File: config.mk
export PLATFORM = sky130hd
export DESIGN_NAME = data_mem_responder
export DESIGN_NICKNAME = d
export VERILOG_FILES = /design/src/rtl/cpu10_pkg.sv /design/src/rtl/data_ram_sp.sv /design/src/rtl/data_mem_responder.sv
export SDC_FILE = /design/constraint.sdc
export NUM_CORES = 2
export LEC_CHECK = 0
export ABC_AREA = 1
export CAP_MARGIN = 20
export CORE_UTILIZATION = 50
export CTS_BUF_LIST = sky130_fd_sc_hd__clkbuf_8
export CTS_CLUSTER_DIAMETER = 50
export DETAILED_ROUTE_END_ITERATION = 16
export GPL_TIMING_DRIVEN = 0
export PLACE_DENSITY = 0.68
export SYNTH_ARGS = -nofsm -noshare
export SYNTH_HDL_FRONTEND = slang
export SYNTH_SLANG_ARGS = --single-unit
File: constraint.sdc
create_clock -name clk -period 16.4 [get_ports clk]
set_clock_uncertainty 0.1 [all_clocks]
set_input_delay 1.64 -clock clk [delete_from_list [all_inputs] [get_ports clk]]
set_output_delay 1.64 -clock clk [all_outputs]
set_load 0.03 [all_outputs]
File: src/rtl/cpu10_pkg.sv
// ============================================================================
// cpu10_pkg : shared widths, FSM encoding and defaults for the 10-bit core
// Revision  : 1.0
// ============================================================================
`default_nettype none

package cpu10_pkg;

  localparam int CPU10_DATA_W    = 10;
  localparam int CPU10_ADDR_W    = 10;
  localparam int DEF_WAIT_STATES = 2;

  typedef enum logic [1:0] {
    IDLE = 2'd0,
    WAIT = 2'd1,
    DONE = 2'd2
  } mem_state_t;

endpackage

`default_nettype wire

File: src/rtl/data_ram_sp.sv
// ============================================================================
// data_ram_sp : single-port synchronous RAM, write-enable, registered read
// Revision    : 1.0
// ============================================================================
`default_nettype none

module data_ram_sp #(
  parameter int DATA_W     = 10,
  parameter int DEPTH_LOG2 = 8
) (
  input  logic                  clk,
  input  logic                  en,
  input  logic                  we,
  input  logic [DEPTH_LOG2-1:0] addr,
  input  logic [DATA_W-1:0]     wdata,
  output logic [DATA_W-1:0]     rdata
);

  logic [DATA_W-1:0] mem [0:(1<<DEPTH_LOG2)-1];

  always_ff @(posedge clk) begin
    if (en) begin
      if (we) mem[addr] <= wdata;
      else    rdata     <= mem[addr];
    end
  end

endmodule

`default_nettype wire

File: src/rtl/data_mem_responder.sv
// ============================================================================
// data_mem_responder : load/store responder with configurable wait states
// Revision           : 1.0
// ============================================================================
`default_nettype none

module data_mem_responder
  import cpu10_pkg::*;
#(
  parameter int DATA_W      = CPU10_DATA_W,
  parameter int ADDR_W      = CPU10_ADDR_W,
  parameter int DEPTH_LOG2  = 8,
  parameter int WAIT_STATES = DEF_WAIT_STATES
) (
  input  logic              clk,
  input  logic              reset,
  input  logic              req_re,
  input  logic              req_we,
  input  logic [ADDR_W-1:0] req_addr,
  input  logic [DATA_W-1:0] req_wdata,
  output logic [DATA_W-1:0] rdata,
  output logic              rdata_valid,
  output logic              stall,
  output logic              err
);

  mem_state_t        state, state_nxt;
  logic [2:0]        cnt;
  logic [ADDR_W-1:0] addr_c;
  logic [DATA_W-1:0] wdata_c;
  logic              re_c, we_c;
  logic [DATA_W-1:0] rdata_r, ram_q, rdata_done;
  logic              req, access;
  logic [ADDR_W-1:0] acc_addr;
  logic [DATA_W-1:0] acc_wdata;
  logic              acc_we, load_c, oor_c;

  function automatic logic out_of_range(input logic [ADDR_W-1:0] a);
    return (a >> DEPTH_LOG2) != '0;
  endfunction

  // Gating with reset keeps stall low and the RAM idle while reset is held.
  assign req = (req_re | req_we) & reset;

  always_ff @(posedge clk or negedge reset) begin
    if (!reset) state <= IDLE;
    else        state <= state_nxt;
  end

  always_comb begin
    state_nxt = state;
    stall     = 1'b0;
    access    = 1'b0;
    case (state)
      IDLE: begin
        if (req) begin
          stall = 1'b1;
          if (WAIT_STATES == 0) begin
            state_nxt = DONE;
            access    = 1'b1;
          end else begin
            state_nxt = WAIT;
          end
        end
      end
      WAIT: begin
        stall = 1'b1;
        if (cnt == 3'd1) begin
          state_nxt = DONE;
          access    = 1'b1;
        end
      end
      DONE:    state_nxt = IDLE;
      default: state_nxt = IDLE;
    endcase
  end

  // With zero wait states the access fires straight from the live request.
  assign acc_addr  = (state == IDLE) ? req_addr  : addr_c;
  assign acc_wdata = (state == IDLE) ? req_wdata : wdata_c;
  assign acc_we    = (state == IDLE) ? req_we    : we_c;

  data_ram_sp #(
    .DATA_W     (DATA_W),
    .DEPTH_LOG2 (DEPTH_LOG2)
  ) u_ram (
    .clk   (clk),
    .en    (access),
    .we    (acc_we & ~out_of_range(acc_addr)),
    .addr  (acc_addr[DEPTH_LOG2-1:0]),
    .wdata (acc_wdata),
    .rdata (ram_q)
  );

  always_ff @(posedge clk or negedge reset) begin
    if (!reset) begin
      cnt     <= 3'd0;
      addr_c  <= '0;
      wdata_c <= '0;
      re_c    <= 1'b0;
      we_c    <= 1'b0;
      rdata_r <= '0;
    end else begin
      case (state)
        IDLE: if (req) begin
          cnt     <= 3'(WAIT_STATES);
          addr_c  <= req_addr;
          wdata_c <= req_wdata;
          re_c    <= req_re;
          we_c    <= req_we;
        end
        WAIT:    cnt <= cnt - 3'd1;
        DONE:    if (load_c) rdata_r <= rdata_done;
        default: ;
      endcase
    end
  end

  assign load_c      = re_c & ~we_c;
  assign oor_c       = out_of_range(addr_c);
  assign rdata_done  = oor_c ? '0 : ram_q;
  assign rdata       = (state == DONE && load_c) ? rdata_done : rdata_r;
  assign rdata_valid = (state == DONE) && load_c;
  assign err         = (state == DONE) && (oor_c || (re_c && we_c));

endmodule

`default_nettype wire

==> reports/results.txt <==
Tcrit/Tclk final: 39.7%
Syn_area_per_cell: 10.3 µm²
Layout cell share with drive strength beyond 1: 8.05%
Initial Utilization: 50.4%
Die area: 221,000 µm²
Final ANT Viol Nets: 0
Post-layout net count: 11,300
Post-CTS Setup Inserts: 0
Synth unique cells: 30
Total gr overflow: 0
Critical Path AT: 7.14 ns
Vias/cell: 5.47
Yosys reg bits: 2,607
TritonCTS buffer count: 432
Synth Cell Area: 109,000 µm²
Type of origin of the critical path: input pin
RSZ-0062 raised after global routing: false
Antenna violations before repair: 20
Maxcap violations: 0
Slew headroom: 17.2%
Outcome: finished clean
Overall Power: 0.0261 W
CTS resizes: 0
Slew at the pin with the worst max-slew slack: 1.24 ns
Share of the synthesized area in the top cell type: 70.5%
Synthesized instance count: 10,700
Clock Root Buffer: clkbuf_8
Vias in the first global route: 74,100
Setup violators final: 0
Setup TNS Final: 0 ns
Layout area overhead: 12.9%
PD cells: 211 nW/µm²
Min cycle time layout: 6.51 ns
DRT iter0 DRCs: 10,500
Clk pin slew, worst setup/hold paths: 0.06 ns
P_leak: 51.3 nW
Residual DRC: 0
Port Buffers: 36
DRT Pass-1 Iters: 9
Die extent in x: 470 µm
Post-CTS Hold Fix Bufs: 0
CTS Sinks: 2,607
Worst reg2reg setup slack: 10.02 ns
Required time worst endpoint: 17.03 ns
Achievable Freq: 0.154 GHz
Largest net degree at the start of global routing: 39
Cell taking the most area after synthesis: edfxtp_1
Core outline area: 217,000 µm²
Tot GR Track Use: 30.9%
Global placer's final weighted congestion: 0.992
Slew Viols, Final: 0
Routed WL per cell: 23.9 µm
Final Hold Viols: 0
Row cnt: 171
Ranking of synthesized cells by area: edfxtp_1 (70%), nand2_1 (22%), nand3_1 (1.6%), nor2_1 (1.3%), buf_2 (1.2%)
DR vias: 78,900
Hold Path Class: flop to flop
I/O Pins: 37
Post-Synthesis Net Count: 10,700
CP endpoint kind: flop
Dpl hpwl: 244,000 µm
CTS tree: built
Setup CP Type: input pin to flop
Worst-Skew Late Latency: 1.13 ns
First-pass GRT wire length: 494,000 µm
Synth Warn #: 0
Final WL: 345,000 µm
Sequential area share after synthesis: 71.3%
Peak supply drop: 0.000150 V
CP max FO: 10
Die Height: 470 µm
Htree depth: 5
Longest Clk Path Bufs: 4
==> cells by family after synthesis <==
| group | Yosys count | synth area share [%] |
|---|---|---|
| AOI/OAI and AO/OA | 213 | 0.991 |
| xor gates and xnor gates | 1 | 0.00800 |
| adders and majority gates | 2 | 0.0229 |
| buffers and inverters | 630 | 2.48 |
| DFF | 2607 | 71.3 |
| muxes | 3 | 0.0309 |
| and+or+nand+nor | 7201 | 25.1 |
==> worst paths after layout <==
check | startpoint | to | depth (start not counted)
max | req_addr[1] | u_ram.mem[119][1] | 10
min | addr_c[3] | addr_c[3] | 2
max reg2reg | state[1] | u_ram.mem[119][1] | 9
min reg2reg | addr_c[3] | addr_c[3] | 2
max in group asynchronous | reset | cnt[2] | 1
min in group asynchronous | reset | addr_c[3] | 1
==> placed cells by master (no fill, tap or decap), drive strengths merged, types with 35 or more instances in the layout <==
cell	n
clkbuf	707
clkinv	148
inv	196
buf	431
nor2	377
dfrtp	37
edfxtp	2570
o21ai	206
clkdlybuf4s50	35
nand2	6467
nand3	354
==> critical path: stages <==
cell and delay (ns):
clkdlybuf4s50_1 0.48, nand2_1 0.07, o21ai_2 0.43, inv_2 0.39, clkbuf_2 0.55, buf_2 0.37, nor2_2 0.26, nand3_1 0.93
clkbuf_2 0.83, nor2_1 1.08
==> synth_stat cells, drive strengths merged <==
master     n
a22oi      1
nor2     377
o22ai      1
o21ai    206
a31oi      1
a21oi      2
nand3    354
buf      315
inv       45
nor3       2
edfxtp  2570
mux2       3
nor3b      1
ha         2
o41ai      1
clkinv     4
nand2   6467
o211ai     1
clkbuf   266
xnor2      1
dfrtp     37
==> per-stage QoR <==
stage          setup slack (ns)  area (µm²)  utilization, %  hold WS (ns)  instances
5_1_grt                   10.13      124000            56.8         0.408      14400
3_3_place_gp             -19.13      113000            52.2         0.367      13500
6_report                   9.89      124000            56.9         0.387      14400
3_5_place_dp               9.16      116000            53.4         0.372      13700
4_1_cts                   10.35      124000            56.8         0.388      14400
2_1_floorplan              2.53      109000               -         0.348      10700
==> per-layer routing <==
| layer | vias to the layer above | track usage (%) | share of wire [%] |
|---|---|---|---|
| met2 | 4174 | 47.2 | 45 |
| met4 | 8 | 16.5 | 5.7 |
| met1 | 37700 | 41.2 | 39 |
| li1 | 36200 | - | - |
| met5 | - | 0 | 0.014 |
| met3 | 784 | 6.91 | 10 |
==> final cells by class <==
cell class                      count  area (µm²)
Antenna cell                       16        40.0
Buffer                            581        2550
Clock buffer                      441        6070
Clock inverter                    309        1470
Fill cell                       18300       93800
Inverter                           49         184
Multi-Input combinational cell   7420       28800
Sequential cell                  2607       78100
Tap cell                         2854        3570
Timing Repair Buffer              151        2820
==> registers in the layout (all words and copies together) (netlist names) <==
register,flops
wdata_c,10
re_c,1
u_ram.rdata,10
cnt,3
state,2
addr_c,10
u_ram.mem,2560
rdata_r,10
we_c,1
==> report_power, final <==
group	internal [W]	leakage (nW)	switching, W
Combinational	0.00294	23.1	0.00943
Sequential	0.00855	23.8	0.0000236
Clock	0.00260	4.41	0.00257
Total	0.0141	51.3	0.0120
Power figures use the tool's default switching activity.
